**src/rtl/serial_addsub_ctrl.sv**
```systemverilog
// Bit-serial add/subtract sequencer: one fas cell stepped LSB-first over WIDTH
// cycles with a registered carry, reporting result/cout/ovf with a done pulse.

module fas (
  input  logic a_i,
  input  logic b_i,
  input  logic cin_i,
  input  logic s_op_i,
  output logic s_o,
  output logic cout_o
);
  logic b_eff_s;

  // Subtract inverts b here; the +1 comes from the caller seeding cin.
  assign b_eff_s = b_i ^ s_op_i;
  assign s_o     = a_i ^ b_eff_s ^ cin_i;
  assign cout_o  = (a_i & b_eff_s) | (cin_i & (a_i ^ b_eff_s));
endmodule

module serial_addsub_ctrl #(
  parameter int WIDTH = 8
) (
  input  logic             clk,
  input  logic             rst,
  input  logic             start,
  input  logic             op,
  input  logic [WIDTH-1:0] a_in,
  input  logic [WIDTH-1:0] b_in,
  output logic             busy,
  output logic             done,
  output logic [WIDTH-1:0] result,
  output logic             cout,
  output logic             ovf
);
  localparam int CW = (WIDTH > 2) ? $clog2(WIDTH) : 1;
  localparam logic [CW-1:0] LAST_BIT = CW'(WIDTH - 1);

  typedef enum logic [1:0] {
    IDLE = 2'd0,
    RUN  = 2'd1,
    DONE = 2'd2
  } state_e;

  state_e           state_q, state_d;
  logic [WIDTH-1:0] a_q, a_d;
  logic [WIDTH-1:0] b_q, b_d;
  logic [WIDTH-1:0] res_sh_q, res_sh_d;
  logic [WIDTH-1:0] result_q, result_d;
  logic [CW-1:0]    cnt_q, cnt_d;
  logic             op_q, op_d;
  logic             carry_q, carry_d;
  logic             cout_q, cout_d;
  logic             ovf_q, ovf_d;
  logic             busy_q, busy_d;
  logic             done_q, done_d;

  logic             fas_s_s;
  logic             fas_cout_s;

  fas u_fas (
    .a_i    (a_q[0]),
    .b_i    (b_q[0]),
    .cin_i  (carry_q),
    .s_op_i (op_q),
    .s_o    (fas_s_s),
    .cout_o (fas_cout_s)
  );

  always_comb begin
    state_d  = state_q;
    a_d      = a_q;
    b_d      = b_q;
    res_sh_d = res_sh_q;
    result_d = result_q;
    cnt_d    = cnt_q;
    op_d     = op_q;
    carry_d  = carry_q;
    cout_d   = cout_q;
    ovf_d    = ovf_q;
    busy_d   = busy_q;
    done_d   = 1'b0;
    case (state_q)
      IDLE: begin
        if (start) begin
          a_d      = a_in;
          b_d      = b_in;
          op_d     = op;
          carry_d  = op;
          cnt_d    = '0;
          res_sh_d = '0;
          busy_d   = 1'b1;
          state_d  = RUN;
        end else begin
          state_d = IDLE;
        end
      end
      RUN: begin
        res_sh_d = {fas_s_s, res_sh_q[WIDTH-1:1]};
        a_d      = {1'b0, a_q[WIDTH-1:1]};
        b_d      = {1'b0, b_q[WIDTH-1:1]};
        carry_d  = fas_cout_s;
        // carry_q is the carry into the MSB while the last bit is processed
        if (cnt_q == LAST_BIT) begin
          result_d = {fas_s_s, res_sh_q[WIDTH-1:1]};
          cout_d   = fas_cout_s;
          ovf_d    = carry_q ^ fas_cout_s;
          busy_d   = 1'b0;
          done_d   = 1'b1;
          state_d  = DONE;
        end else begin
          cnt_d = cnt_q + CW'(1);
        end
      end
      DONE: begin
        state_d = IDLE;
      end
      default: begin
        busy_d  = 1'b0;
        state_d = IDLE;
      end
    endcase
  end

  always_ff @(posedge clk or posedge rst) begin
    if (rst) begin
      state_q  <= IDLE;
      a_q      <= '0;
      b_q      <= '0;
      res_sh_q <= '0;
      result_q <= '0;
      cnt_q    <= '0;
      op_q     <= 1'b0;
      carry_q  <= 1'b0;
      cout_q   <= 1'b0;
      ovf_q    <= 1'b0;
      busy_q   <= 1'b0;
      done_q   <= 1'b0;
    end else begin
      state_q  <= state_d;
      a_q      <= a_d;
      b_q      <= b_d;
      res_sh_q <= res_sh_d;
      result_q <= result_d;
      cnt_q    <= cnt_d;
      op_q     <= op_d;
      carry_q  <= carry_d;
      cout_q   <= cout_d;
      ovf_q    <= ovf_d;
      busy_q   <= busy_d;
      done_q   <= done_d;
    end
  end

  assign busy   = busy_q;
  assign done   = done_q;
  assign result = result_q;
  assign cout   = cout_q;
  assign ovf    = ovf_q;
endmodule

```
**config.mk**
```make
export PLATFORM = sky130hd
export DESIGN_NAME = serial_addsub_ctrl
export DESIGN_NICKNAME = d
export VERILOG_FILES = /design/src/rtl/serial_addsub_ctrl.sv
export SDC_FILE = /design/constraint.sdc
export NUM_CORES = 1
export LEC_CHECK = 0
export CORE_MARGIN = 2
export CORE_UTILIZATION = 26
export DETAILED_ROUTE_END_ITERATION = 10
export PLACE_DENSITY = 0.51
export SLEW_MARGIN = 10
export SYNTH_ARGS = -nofsm -noshare
export SYNTH_HDL_FRONTEND = slang
export SYNTH_SLANG_ARGS = --single-unit
```
**constraint.sdc**
```tcl
create_clock -name clk -period 2.5 [get_ports clk]
set_input_delay 0.5 -clock clk [delete_from_list [all_inputs] [get_ports clk]]
set_output_delay 0.5 -clock clk [all_outputs]
set_load 0.05 [all_outputs]
```
==> flow_summary.toml, run 1 <==
[run_status]
run_status = "finished, final reports clean"

[clocking]
h_tree_levels = 2
maximum_clock_path_buffer_count = 2
postCtsResizedCells = 0
worstSkewPairLatency_ps = 300
numCtsBuffers = 5
clock_pin_slew_worst_setup_and_hold_paths_ps = 90
tritoncts = "yes"
cts_sinks = 42
cts-root-buf = "clkbuf_8"
ctsHoldBuffers = 0
post-cts-setup-buffer-count = 0

[setup_path]
reg2reg_from = "state_q[0]$_DFFE_PP0P_"
slowest_cell_on_the_critical_path = "clkdlybuf4s50_1"
critical_path.max_fanout = 3
critPathLaunch = "busy$_DFFE_PP0P_"
cpPeakStageDelay_ps = 810
cell_breakdown_of_the_critical_path = "clkdlybuf4s50_1"
timing_worst_setup_path_type = "reg -> out"
critical_path_arrival_ps = 1470
type_of_element_capturing_the_critical_path = "primary output"
crit_buf_inv = 1
cp.required_ps = 2000
crit_path_start_kind = "flip-flop"
timing.critical_path.max_delay_family = "buffers and inverters"

[drt]
routed-via-count = 1331
avgRoutedWirePerCell_um = 13.2
initialDrtViolationCount = 83
finalWirelength_um = 3800
post_drt_via_cell_ratio = 4.62
drc = 0
dr.pass1.iters = 6
postRouteAntennaNets = 0

[floorplanning]
die_h_um = 88.9
ioPinCount = 32
core-area_um2 = 6870
die_width_um = 88.9
overall_die_area_um2 = 7910
core.rowCount = 30
start_util_pct = 27.3

[timing]
grt_setup_unrepaired = "no"
maxSlewViolCount = 0
fin_setup_tns_ps = 0
finalSetupViolCount = 0
min_period_ps = 1970
skew_ps = 11.2
worst-slew-pin-transition_ps = 768
final.hold.worst_slack_ps = 489
finalHoldViolations = 0
max_freq_mhz = 507
post-route-worst-setup-slack_ps = 526
post-route-period-util_pct = 79.0
slew_headroom_pct = 48.8

[cells_and_area]
final_net_count = 214
fillers = 705
area.sequential_um2 = 1050
layout-area-overhead-vs-synth_pct = 25.0
insertedDiodeCount = 0
most_common_cell_after_layout_fill_and_taps_aside = "dfrtp_1"
final_core_util_pct = 34.1
most_frequent_cells_in_the_layout = "dfrtp_1 (42), clkdlybuf4s50_1 (31), o22ai_1 (15)"
drive_above_1_share_pct = 12.0
multi_input_area_um2 = 716

[logic_synthesis]
synth.area.mux_share_pct = 5.80
ys_seq_elements = 42
synth_sequential_area_ratio_pct = 56.0
parity_gate_share_of_the_synthesized_area_counting_xor_and_xnor_cells_pct = 0.934
synth-simple-area-share_pct = 10.6
synthCells = 161
syn_nets = 184
yosys.cell_types.count = 28
synth_fa_ha_area_share_pct = 2.40
main_combinational_cell_family_by_area_after_synthesis = "compound AO/OA/AOI/OAI gates"
post_synth.cell_area_avg_um2 = 11.6
post_synth_instance_area_um2 = 1880
ys_warn_count = 0
synth_compound_gate_area_share_pct = 18.4

[grt]
grt_first_pass_wirelength_um = 6670
grt_antenna_before_repair = 0
pin_count_of_the_biggest_net_entering_global_routing = 43
gr-total-overflow = 0
via_count_of_the_first_global_routing_pass = 1396
grt_util_all_layers_pct = 11.0

[power_and_ir_drop]
power.leakage_uw = 0.00101
power_density_over_the_cells_nw_per_um2 = 1260
peakVddDrop_uv = 437
design_power_total_uw = 2960

[hold_path]
hold_path.startpoint = "result[7]$_DFFE_PP0P_"
worstHoldPathType = "reg -> reg"

[placed_design]
routability_congestion_estimate = 0.754
port_bufs = 31
detailedPlacementHpwl_um = 2480
worst_setup_slack_before_clock_tree_synthesis_ps = 395

[run]
max_cap_viol_count = 0
==> kinds of logic (layout without fill, tap and decap cells) <==
logic type | count (synthesis) | count (layout)
buffers and inverters | 18 | 49
AOI/OAI and AO/OA | 48 | 48
DFF | 42 | 42
xor gates and xnor gates | 2 | 2
muxes | 9 | 9
and+or+nand+nor | 39 | 39
adders and majority gates | 3 | 3
==> path summary, 6_finish.rpt <==
path / end / slack, ps / cells after the start
worst max-delay path: busy / 530 / 1
worst min-delay path: result[7]$_DFFE_PP0P_ / 490 / 2
worst max register to register: carry_q$_DFFE_PP0P_ / 700 / 3
worst min register to register: result[7]$_DFFE_PP0P_ / 490 / 2
max in group asynchronous: a_q[3]$_DFFE_PP0P_ / 1470 / 3
min in group asynchronous: result[1]$_DFFE_PP0P_ / 630 / 3
==> sequential cells by signal (all words and copies together), names as in the netlist, 2 cells and up <==
signal,flops
b_q,8
result,8
res_sh_q,7
state_q,2
cnt_q,3
a_q,8
==> layout make-up <==
type                    count  area share [%]
multi-input cells         101            30.5
repair buffers             35            14.5
clock inverters             3            1.07
flip-flops and latches     42            44.8
inverters                   6           0.961
well taps                  96            5.13
clock buffers               5            2.94
==> per-stage QoR <==
stage,instances,area (um2)
after floorplan,161,1880
after global placement,280,2250
after detailed placement,280,2250
after CTS,288,2340
after global routing,288,2340
final,288,2340
==> routing by layer <==
metal	part of all wire [%]	GRT usage (%)	up-vias	wire, um
met3	4.8	4.25	5	183
met4	1.3	3.66	0	48
li1	-	-	658	-
met5	0	0	-	0
met1	48	15.1	634	1830
met2	46	16.1	34	1730
==> where the power goes <==
part           leakage, uW  switching [uW]  internal (uW)
clock network    0.0000447             253            202
logic             0.000443             701            585
registers         0.000520             238            977
total              0.00101            1190           1760
==> cells in the mapped netlist (all sizes together) <==
| master | count | area [um2] |
|---|---|---|
| a221o | 1 | 10.0 |
| a21oi | 1 | 5.00 |
| o32ai | 10 | 87.6 |
| o21ai | 9 | 45.0 |
| xor2 | 1 | 8.76 |
| o21bai | 1 | 7.51 |
| fa | 1 | 20.0 |
| nor2 | 14 | 52.6 |
| mux2 | 9 | 109 |
| nand2 | 7 | 26.3 |
| a22o | 11 | 96.3 |
| o22ai | 15 | 93.8 |
| buf | 12 | 86.3 |
| dfrtp | 42 | 1050 |
| nand2b | 2 | 20.0 |
| ha | 2 | 25.0 |
| nor3 | 12 | 60.1 |
| nand3b | 1 | 20.0 |
| xnor2 | 1 | 8.76 |
| inv | 6 | 22.5 |
| and2b | 1 | 7.51 |
| or2 | 1 | 6.26 |
| nor2b | 1 | 6.26 |
Power figures use the tool's default switching activity.
==> run 2: changes to the inputs <==
- clock period: 2.5 -> 1.9 ns (I/O delays scaled with it)
==> flow_summary.toml, run 2 (synthesis results as in run 1) <==
[power_and_ir_drop]
design_power_total_uw = 4010
switching_power_uw = 1560
peakVddDrop_uv = 481
seqPwrFrac_pct = 39.5
internal_power_uw = 2450
p_comb_share_pct = 43.0
power_density_over_the_cells_nw_per_um2 = 1680
power.leakage_uw = 0.00105
power.share.clock_pct = 17.4
sw_share_pct = 38.9

[clocking]
cts_sinks = 42
numCtsBuffers = 5
post-cts-setup-buffer-count = 0
maximum_clock_path_buffer_count = 2
ctsHoldBuffers = 0
postCtsResizedCells = 0
h_tree_levels = 2
clock_pin_slew_worst_setup_and_hold_paths_ps = 80
tritoncts = "yes"
worstSkewPairLatency_ps = 290
cts-root-buf = "clkbuf_8"

[hold_path]
worstHoldPathType = "in -> async"

[cells_and_area]
insertedDiodeCount = 0
final_net_count = 218
drive_above_1_share_pct = 16.8
most_frequent_cells_in_the_layout = "dfrtp_1 (42), clkdlybuf4s50_1 (25), o22ai_1 (15)"
final_design_area_no_fill_um2 = 2390
layout-area-overhead-vs-synth_pct = 27.2
fillers = 706
most_common_cell_after_layout_fill_and_taps_aside = "dfrtp_1"

[run_status]
run_status = "finished, final reports clean"

[floorplanning]
ioPinCount = 32
die_h_um = 88.9
core.rowCount = 30
start_util_pct = 27.3
overall_die_area_um2 = 7910
die_width_um = 88.9
core-area_um2 = 6870

[placed_design]
detailedPlacementHpwl_um = 2590
port_bufs = 31
routability_congestion_estimate = 0.730
placed_area_um2 = 2280
worst_setup_slack_before_clock_tree_synthesis_ps = 192

[timing]
skew_ps = 6.39
post-route-worst-setup-slack_ps = 62.5
grt_setup_unrepaired = "no"
fin_setup_tns_ps = 0
min_period_ps = 1840
post-route-period-util_pct = 96.7
finalHoldViolations = 0
slew_headroom_pct = 66.6
maxSlewViolCount = 0
finalSetupViolCount = 0
max_freq_mhz = 544
worst-slew-pin-transition_ps = 500

[setup_path]
crit_path_start_kind = "flip-flop"
cp.required_ps = 1520
cpPeakStageDelay_ps = 800
cell_breakdown_of_the_critical_path = "clkdlybuf4s50_1"
slowest_cell_on_the_critical_path = "clkdlybuf4s50_1"
reg2reg_from = "cnt_q[0]$_DFFE_PP0P_"
critPathLaunch = "result[7]$_DFFE_PP0P_"
crit_buf_inv = 1
critical_path.max_fanout = 2
critical_path_arrival_ps = 1460
timing_worst_setup_path_type = "reg -> out"
timing.critical_path.max_delay_family = "buffers and inverters"
type_of_element_capturing_the_critical_path = "primary output"

[grt]
pin_count_of_the_biggest_net_entering_global_routing = 43
grt_antenna_before_repair = 0
via_count_of_the_first_global_routing_pass = 1366
gr-total-overflow = 0
grt_util_all_layers_pct = 11.1
grt_first_pass_wirelength_um = 6700

[drt]
routed-via-count = 1344
initialDrtViolationCount = 132
post_drt_via_cell_ratio = 4.60
avgRoutedWirePerCell_um = 13.4
dr.pass1.iters = 4
postRouteAntennaNets = 0
drc = 0
finalWirelength_um = 3910

[run]
max_cap_viol_count = 0
[run 2: cell types whose count changed in the layout (fill, tap and decap cells not counted), sizes merged]
cell / before / now
clkinv: 1 / 2
clkinvlp: 1 / 0
inv: 7 / 6
bufinv: 0 / 1
buf: 4 / 14
clkdlybuf4s50: 31 / 25
[run 2: layout make-up]
| class | instances | area [um2] | share of cell area [%] |
|---|---|---|---|
| multi-input combinational | 101 | 716 | 30.0 |
| inverter | 6 | 22.5 | 0.944 |
| clock buffer | 5 | 68.8 | 2.88 |
| tap | 96 | 120 | 5.03 |
| clock inverter | 3 | 40.0 | 1.68 |
| sequential | 42 | 1050 | 44.0 |
| timing repair buffer | 39 | 368 | 15.4 |
[run 2: routing by layer]
metal | global-route usage, % | wire [um] | vias to the layer above
met3 | 2.77 | 149 | 4
met4 | 4.07 | 59 | 0
met1 | 16.1 | 2010 | 654
li1 | - | - | 657
met2 | 16.0 | 1690 | 29
met5 | 0 | 0 | -
[run 2: through the flow]
step                std cells  util, %  hold slack (ps)
floorplan                 161        -              472
detailed placement        284     33.2              473
CTS                       292     34.7              463
global route              292     34.7              509
global placement          284     33.2              467
finish                    292     34.7              449
[run 2: path summary, 6_finish.rpt]
check | to | slack, ps | depth (start not counted)
max | result[7] | 60 | 1
min | done$_DFF_PP0_ | 450 | 3
max reg2reg | cnt_q[0]$_DFFE_PP0P_ | 290 | 5
min reg2reg | ovf$_DFFE_PP0P_ | 480 | 2
max in group asynchronous | cnt_q[1]$_DFFE_PP0P_ | 1250 | 3
min in group clk | ovf$_DFFE_PP0P_ | 480 | 2
[run 2: power by group through the flow]
stage          logic [uW]  registers, uW  clock network (uW)
2_1_floorplan        1030           1860                   0
3_3_place_gp         1720           1610                   0
3_5_place_dp         1750           1610                   0
4_1_cts              1740           1590                 723
5_1_grt              1920           1650                 757
6_report             1730           1590                 699
